[config.mk]
export PLATFORM = sky130hd
export DESIGN_NAME = mci_control_fsm
export DESIGN_NICKNAME = d
export VERILOG_FILES = /design/src/rtl/mci_control_fsm.sv
export SDC_FILE = /design/constraint.sdc
export NUM_CORES = 1
export LEC_CHECK = 0
export ABC_AREA = 1
export BUFFER_PORTS_ARGS = -buffer_cell sky130_fd_sc_hd__buf_4
export CORE_ASPECT_RATIO = 0.9
export CORE_MARGIN = 2
export CORE_UTILIZATION = 54
export DETAILED_ROUTE_END_ITERATION = 6
export PLACE_DENSITY = 0.91
export SLEW_MARGIN = 20
export SYNTH_ARGS = -nofsm -noshare
export SYNTH_HDL_FRONTEND = slang
export SYNTH_SLANG_ARGS = --single-unit
[constraint.sdc]
create_clock -name clk -period 4.6 [get_ports clk]
set_clock_uncertainty 0.2 [all_clocks]
set_input_delay 0.69 -clock clk [delete_from_list [all_inputs] [get_ports clk]]
set_output_delay 0.69 -clock clk [all_outputs]
set_load 0.02 [all_outputs]
[src/rtl/mci_control_fsm.sv]
// Multi-cycle instruction control unit: sequences fetch/decode/execute/memory/writeback,
// drives datapath enables and selects as a Moore decode of state, counts retired instructions.
module mci_control_fsm #(
  parameter int CNT_W = 16
) (
  input  logic             clk,
  input  logic             rst_n,
  input  logic             run,
  input  logic [5:0]       opcode,
  input  logic             zero,
  output logic             pc_en,
  output logic             iord,
  output logic             mem_read,
  output logic             mem_write,
  output logic             ir_write,
  output logic             mem_to_reg,
  output logic             reg_dst,
  output logic             reg_write,
  output logic             alu_src_a,
  output logic [1:0]       alu_src_b,
  output logic [1:0]       alu_op,
  output logic [1:0]       pc_source,
  output logic             illegal,
  output logic             busy,
  output logic [3:0]       state,
  output logic [CNT_W-1:0] instr_count
);

  typedef enum logic [3:0] {
    S_FETCH   = 4'd0,  S_DECODE  = 4'd1,  S_MEMADR = 4'd2,  S_MEMRD = 4'd3,
    S_MEMWB   = 4'd4,  S_MEMWR   = 4'd5,  S_EXEC   = 4'd6,  S_RWB   = 4'd7,
    S_BRANCH  = 4'd8,  S_JUMP    = 4'd9,  S_ADDIEX = 4'd10, S_ADDIWB = 4'd11,
    S_IDLE    = 4'd14, S_TRAP    = 4'd15
  } state_t;

  localparam logic [5:0] OP_LW   = 6'b100011;
  localparam logic [5:0] OP_SW   = 6'b101011;
  localparam logic [5:0] OP_RTYP = 6'b000000;
  localparam logic [5:0] OP_BEQ  = 6'b000100;
  localparam logic [5:0] OP_J    = 6'b000010;
  localparam logic [5:0] OP_ADDI = 6'b001000;

  state_t cur, nxt;
  logic   retire;
  logic   pc_write, pc_write_cond;

  always_ff @(posedge clk or negedge rst_n) begin
    if (!rst_n) cur <= S_IDLE;
    else        cur <= nxt;
  end

  // Final states retire the instruction and choose between the next fetch and IDLE.
  always_comb begin
    nxt    = cur;
    retire = 1'b0;
    case (cur)
      S_IDLE:   nxt = run ? S_FETCH : S_IDLE;
      S_FETCH:  nxt = S_DECODE;
      S_DECODE: begin
        case (opcode)
          OP_LW, OP_SW: nxt = S_MEMADR;
          OP_RTYP:      nxt = S_EXEC;
          OP_BEQ:       nxt = S_BRANCH;
          OP_J:         nxt = S_JUMP;
          OP_ADDI:      nxt = S_ADDIEX;
          default:      nxt = S_TRAP;
        endcase
      end
      S_MEMADR: nxt = (opcode == OP_LW) ? S_MEMRD : S_MEMWR;
      S_MEMRD:  nxt = S_MEMWB;
      S_EXEC:   nxt = S_RWB;
      S_ADDIEX: nxt = S_ADDIWB;
      S_MEMWB, S_MEMWR, S_RWB, S_BRANCH, S_JUMP, S_ADDIWB: begin
        retire = 1'b1;
        nxt    = run ? S_FETCH : S_IDLE;
      end
      S_TRAP:   nxt = S_TRAP;
      default:  nxt = S_TRAP;
    endcase
  end

  always_comb begin
    pc_write      = 1'b0;
    pc_write_cond = 1'b0;
    iord          = 1'b0;
    mem_read      = 1'b0;
    mem_write     = 1'b0;
    ir_write      = 1'b0;
    mem_to_reg    = 1'b0;
    reg_dst       = 1'b0;
    reg_write     = 1'b0;
    alu_src_a     = 1'b0;
    alu_src_b     = 2'b00;
    alu_op        = 2'b00;
    pc_source     = 2'b00;
    illegal       = 1'b0;
    busy          = 1'b1;
    case (cur)
      S_IDLE:   busy = 1'b0;
      S_TRAP:   begin illegal = 1'b1; busy = 1'b0; end
      S_FETCH:  begin mem_read = 1'b1; ir_write = 1'b1; alu_src_b = 2'b01; pc_write = 1'b1; end
      S_DECODE: alu_src_b = 2'b11;
      S_MEMADR, S_ADDIEX: begin alu_src_a = 1'b1; alu_src_b = 2'b10; end
      S_MEMRD:  begin mem_read = 1'b1; iord = 1'b1; end
      S_MEMWB:  begin reg_write = 1'b1; mem_to_reg = 1'b1; end
      S_MEMWR:  begin mem_write = 1'b1; iord = 1'b1; end
      S_EXEC:   begin alu_src_a = 1'b1; alu_op = 2'b10; end
      S_RWB:    begin reg_write = 1'b1; reg_dst = 1'b1; end
      S_BRANCH: begin alu_src_a = 1'b1; alu_op = 2'b01; pc_write_cond = 1'b1; pc_source = 2'b01; end
      S_JUMP:   begin pc_write = 1'b1; pc_source = 2'b10; end
      S_ADDIWB: reg_write = 1'b1;
      default:  ;
    endcase
  end

  assign pc_en = pc_write | (pc_write_cond & zero);
  assign state = cur;

  always_ff @(posedge clk or negedge rst_n) begin
    if (!rst_n)      instr_count <= '0;
    else if (retire) instr_count <= instr_count + CNT_W'(1);
  end

endmodule
==> metrics.cfg, run 1 <==
[synthesis]
synthSimpleGateAreaFrac_pct = 43.1
synth-compound-area-share_pct = 3.20
synth_cell_types = 24
syn_area_sq_mm = 0.00141
ys_ff_latch = 20
yosysWarnings = 0
synth_fp_nets = 211
netlist.area_leader.share_pct = 30.2
syn_avg_cell_area_sq_um = 7.04
synthAdderAreaFrac_pct = 0.888
synth-seq-area-share_pct = 35.8
syn_inst = 200
synth_top_family_by_area = simple AND/OR/NAND/NOR gates
synth_xor_area_share_pct = 7.90
synthMuxAreaShare_pct = 0
yosys-top-cells-area = dfrtp_1 (30%), nand2_1 (14%), nor2_1 (10%)
synth_top_area_cell = dfrtp_1

[critical_path]
critical_path.top_delay_family = flip-flops
reg2reg_to = instr_count[7]$_DFFE_PN0P_
worst-r2r-setup-slack_ns = 2.91
crit_required_ns = 3.71
cp-startpoint = state[3]$_DFF_PN1_
critPathLaunchType = register
rr_startpoint = state[2]$_DFF_PN1_
worstPathCellList = inv_2, nor2_1, inv_1, nor2_1, a21oi_1, nand2_1, buf_4
critPathSlowestCell = dfstp_2
cp.arrival_ns = 1.58
reg2reg_depth = 6
crit_fanout = 4
crit_buf_inv = 3
slowest_delay_ns = 0.58
cp-end-kind = primary output
crit_top_cell = nor2_1
cp_num_cells = 7
worstSetupPathType = reg -> out

[routing]
vias = 1393
drt_iter0_drc = 38
viasPerCell = 5.05
antenna_left = 0
detail_route.wirelength_um = 3140
drc = 0
first_pass_iters = 4
wl_per_cell_um = 11.4

[global_route]
grt_pass1_wl_um = 5320
grt_pass1_vias = 1200
antenna_found_initial = 0
gr-total-overflow = 0
grt_max_degree = 21
grt_use_total_pct = 22.9

[clock_tree]
clock_tree.root_cell = clkbuf_4
clk_latency_ns = 0.30
cts_tree = yes
cts_setup_buffers = 0
clk_path_buf_depth = 2
cts_hold_buf = 0
path_clk_slew_ns = 0.11
cts_buffers = 3
post_cts_resized = 0
cts.sinks = 20
h-tree-depth = 1

[place]
gp_congestion = 0.833
place_ws_ns = 2.46
io_buffers = 46
dp_hpwl_um = 2490

[sta]
max_freq_mhz = 405
rsz0062_at_grt = no
slew_violations = 0
setup_ws_ns = 2.13
tightest_slew_ns = 0.261
setup_violations = 0
fin_crit_ns = 2.47
whs_ns = 0.0437
slew-limit-headroom_pct = 82.5
setup_tns_ns = 0
post-route-period-util_pct = 53.7
final_hold_viol_count = 0

[die]
die_w_um = 57.8
rows = 17
die_height_um = 52.5
start_util_pct = 57.1
pin_count = 47
core_area_sq_mm = 0.00247
die_area_sq_mm = 0.00303

[finish]
utilization_pct = 73.5
diodes = 0
layout.nets = 260
layout_commonest_cell = nand2_1
synthToLayoutAreaGrowth_pct = 28.7
layout_common_cells = nand2_1 (51), buf_4 (46), nor2_1 (39)
drive_gt1_share_pct = 27.8

[run_status]
status = finished, final reports clean

[flow_run]
cap_violations = 0

[worst_hold_path]
hold_class = in -> async

[power]
ir_worst_vdd_mv = 0.203
p_leak_nw = 0.943
power_density_mw_per_mm2 = 161

-- power breakdown --
| part | switching (mW) | internal, mW | total (mW) |
|---|---|---|---|
| Combinational | 0.00901 | 0.00692 | 0.0159 |
| Sequential | 0 | 0.176 | 0.176 |
| Clock | 0.0519 | 0.0483 | 0.100 |
| Total | 0.0609 | 0.231 | 0.292 |
-- layer usage --
layer	wire length [um]	track usage, %	vias up	part of all wire [%]
li1	-	-	719	-
met1	1490	31.9	633	47
met2	1450	37.7	39	46
met3	176	4.44	2	5.6
met4	23	3.49	0	0.73
met5	0	0	-	0
-- registers in the layout, indices dropped and copies added, names as in the netlist --
register and flops:
instr_count 16, state 4
-- synthesized netlist by cell type --
cell type,count
nand2_4,2
nand2_1,51
nand3_4,1
buf_4,1
nor3_1,3
nor2_1,39
buf_2,1
xnor2_1,5
dfstp_2,3
nor3_4,1
nand2_8,1
xor2_1,4
inv_2,4
nor2_4,3
xor2_2,2
inv_8,1
dfrtp_1,17
nand3_1,20
nand4_1,6
ha_1,1
o21ai_0,6
inv_1,24
nand2_2,1
a21oi_1,3
-- stage by stage --
step	power [mW]	cell area (sq um)	cells
floorplan	0.184	1410	200
global placement	0.195	1780	272
detailed placement	0.195	1780	272
CTS	0.297	1810	276
global route	0.308	1810	276
finish	0.292	1810	276
-- worst reg2reg max path: stages, from the launching register on --
cell and delay (ns):
dfstp_2 0.63, inv_2 0.06, nand2_4 0.10, nand3_4 0.15, nor2_4 0.17, nand3_1 0.11
xnor2_1 0.15
-- area by class of cell --
class                      instances  area, sq um
clock buffer                       4         36.3
fill                             198          654
inverter                          29          116
multi-input combinational        149          776
sequential                        20          504
tap                               28         35.0
timing repair buffer              46          345
-- worst max path at each step --
stage | end | slack, ns
finish | pc_en | 2.13
global route | pc_en | 1.95
CTS | pc_en | 2.11
detailed placement | pc_en | 2.46
global placement | pc_en | 2.48
floorplan | reg_write | 2.17
-- cells by family after synthesis --
logic type,Yosys count
and+or+nand+nor,128
DFF,20
xor gates and xnor gates,11
buffers and inverters,31
AOI/OAI and AO/OA,9
adders and majority gates,1
Note: power is estimated with default switching activity, not from simulation.
==> run 2, diff against run 1 <==
--- a/config.mk
+++ b/config.mk
@@ -5,13 +5,13 @@
 export SDC_FILE = /design/constraint.sdc
 export NUM_CORES = 1
 export LEC_CHECK = 0
-export ABC_AREA = 1
+export ABC_AREA = 0
 export BUFFER_PORTS_ARGS = -buffer_cell sky130_fd_sc_hd__buf_4
 export CORE_ASPECT_RATIO = 0.9
 export CORE_MARGIN = 2
-export CORE_UTILIZATION = 54
+export CORE_UTILIZATION = 44
 export DETAILED_ROUTE_END_ITERATION = 6
-export PLACE_DENSITY = 0.91
+export PLACE_DENSITY = 0.82
 export SLEW_MARGIN = 20
 export SYNTH_ARGS = -nofsm -noshare
 export SYNTH_HDL_FRONTEND = slang
==> constraint.sdc (replaced) <==
create_clock -name clk -period 2.04 [get_ports clk]
set_clock_uncertainty 0.2 [all_clocks]
set_input_delay 0.306 -clock clk [delete_from_list [all_inputs] [get_ports clk]]
set_output_delay 0.306 -clock clk [all_outputs]
set_load 0.02 [all_outputs]
==> run 2 against run 1 <==
  * The run now ends with setup timing left
  * Via count is 6.0% lower
  * Setup slack got worse by 2.1 ns
  * Flip-flop and latch count unchanged
  * Critical path depth down 4
  * Hold slack improved by 0.099 ns
  * Count of clock-buffer cells in the layout unchanged
  * Total power grew to 9.8 times the previous value
  * Utilization decreased by 6.1 points
  * Register-to-register slack worse by 2.8 ns
  * Critical path type unchanged
  * Critical endpoint is now mem_read
  * Highest routed layer unchanged
==> metrics.cfg, run 2 <==
[run_status]
status = finished with violations
violations = setup timing

[finish]
layout_common_cells = buf_4 (59), dfrtp_1 (17), nor2_1 (16)
drive_gt1_share_pct = 42.7
layout.nets = 211
largest_reg_flops = 16
utilization_pct = 67.4
diodes = 0
largest-register = instr_count
fin_cells = 239
layout_commonest_cell = buf_4
design_area_sq_mm = 0.00184
synthToLayoutAreaGrowth_pct = 46.9

[critical_path]
worstSetupPathType = reg -> out
crit_buf_inv = 1
cp.arrival_ns = 1.54
cp-startpoint = state[1]$_DFF_PN1_
crit_fanout = 7
crit_required_ns = 1.53
rr_startpoint = state[2]$_DFF_PN1_
critical_path.top_delay_family = flip-flops
slowest_delay_ns = 0.59
worstPathCellList = nand2b_1, and3_1, buf_4
critPathSlowestCell = dfstp_2
critPathLaunchType = register
cp-end-kind = primary output

[die]
rows = 18
die_height_um = 54.6
die_area_sq_mm = 0.00328
core_area_sq_mm = 0.00273
start_util_pct = 45.9
pin_count = 47
die_w_um = 60.2

[global_route]
grt_max_degree = 21
grt_pass1_vias = 1168
gr-total-overflow = 0
antenna_found_initial = 0
grt_pass1_wl_um = 5090
grt_use_total_pct = 20.8

[place]
dp_cells = 221
place_area_sq_mm = 0.00165
gp_congestion = 0.795
dp_hpwl_um = 2410
place_ws_ns = 0.179
io_buffers = 46

[clock_tree]
cts_buffers = 3
clock_tree.root_cell = clkbuf_4
h-tree-depth = 1
clk_path_buf_depth = 2
clk_latency_ns = 0.30
cts.sinks = 20
cts_tree = yes
path_clk_slew_ns = 0.11

[power]
power_density_mw_per_mm2 = 1560
p_leak_nw = 0.882
p_sw_share_pct = 46.2
power.switching_mw = 1.33
seqPwrFrac_pct = 23.7
power.share.clock_pct = 8.0
ir_worst_vdd_mv = 0.805
power_mw = 2.87
p_comb_share_pct = 68.3
internal_power_mw = 1.54

[sta]
whs_ns = 0.142
max_freq_mhz = 490
tightest_slew_ns = 0.429
slew-limit-headroom_pct = 70.7
final_hold_viol_count = 0
setup_ws_ns = -0.00229
post-route-period-util_pct = 100
setup_violations = 1
rsz0062_at_grt = yes
fin_crit_ns = 2.04
setup_tns_ns = -0.00229
slew_violations = 0

[flow_run]
cap_violations = 0

[routing]
detail_route.wirelength_um = 3560
antenna_left = 0
viasPerCell = 5.48
vias = 1309
first_pass_iters = 4
drt_iter0_drc = 75
wl_per_cell_um = 14.9
drc = 0

[synthesis]
synth_ff_type = dfrtp_1
synth-async-reset-ratio_pct = 100
synth_edf_count = 0
synthTopCellsByCount = dfrtp_1 (17), nor2_1 (16), xnor2_1 (14), nand2_1 (12), and3_1 (8)
synth-seq-area-share_pct = 40.3
yosys.cell_count.top_type = dfrtp_1
ys_ff_latch = 20
netlist.area_leader.share_pct = 34.0
syn_avg_cell_area_sq_um = 9.06
synth_fp_nets = 149
synth_top_area_cell = dfrtp_1
syn_area_sq_mm = 0.00125
yosysWarnings = 0
syn_inst = 138
yosys-top-cells-area = dfrtp_1 (34%), xnor2_1 (9.8%), dfstp_2 (6.3%)
synth_cell_types = 37

[worst_hold_path]
hold_class = in -> reg
hold_start = run

-- run 2: changes by cell type in the layout (fill, tap and decap cells not counted), sizes merged, moves of 2 or more --
cell,delta
nor2b,+2
nor3,+3
nand2b,+3
xnor2,+10
buf,+18
nand3,-14
nor4,+3
inv,-26
nor2,-26
and3,+8
nand2,-43
-- run 2: worst paths after layout --
check | slack (ns) | to | depth (start not counted)
max reg2reg | 0.15 | instr_count[5]$_DFFE_PN0P_ | 5
min reg2reg | 0.29 | instr_count[15]$_DFFE_PN0P_ | 1
min | 0.14 | state[1]$_DFF_PN1_ | 3
max | -0.002 | mem_read | 3
min in group asynchronous | 0.21 | instr_count[13]$_DFFE_PN0P_ | 2
max in group asynchronous | 1.17 | state[1]$_DFF_PN1_ | 2
-- run 2: worst min-delay path: cells and delay by family --
kind                   cells  cell delay (ns)
AO/OA/AOI/OAI              2             0.23
buffers and inverters      1             0.11
-- run 2: cell type report --
type                       instances  area (sq um)
tap                               40          50.0
inverter                           3          11.3
clock buffer                       4          36.3
timing repair buffer              65           509
fill                             199           888
multi-input combinational        107           726
sequential                        20           504
-- run 2: power by group through the flow --
stage               Clock (mW)  Combinational, mW  Sequential [mW]
floorplan                    0              0.987            0.751
global placement             0               1.53            0.720
detailed placement           0               1.56            0.731
CTS                      0.234               1.76            0.658
global route             0.262               2.07            0.697
finish                   0.229               1.96            0.679
-- run 2: cell families (layout without fill, tap and decap cells) --
family	after synthesis	after routing	synth area share (%)
adders and majority gates	2	2	1.80
xor gates and xnor gates	21	21	15.3
and+or+nand+nor	66	66	27.2
DFF	20	20	40.3
buffers and inverters	11	72	5.10
AOI/OAI and AO/OA	17	17	9.31
muxes	1	1	0.901
-- run 2: timing repair --
action / CTS / global route
pin swaps: 0 / 3
cloned: 0 / 0
hold buffers: 1 / 0
buffers inserted: 9 / 5
endpoints found under the setup margin: 13 / 8
hold endpoints to repair: 20 / 0
resized for setup: 0 / 13
-- run 2: layer usage --
metal  global-route usage [%]  wire length (um)  up-vias
met3                     3.31               195       10
met1                     24.2              1410      640
met5                        0                 0        -
met4                     8.15                36        0
li1                         -                 -      597
met2                     38.2              1920       62
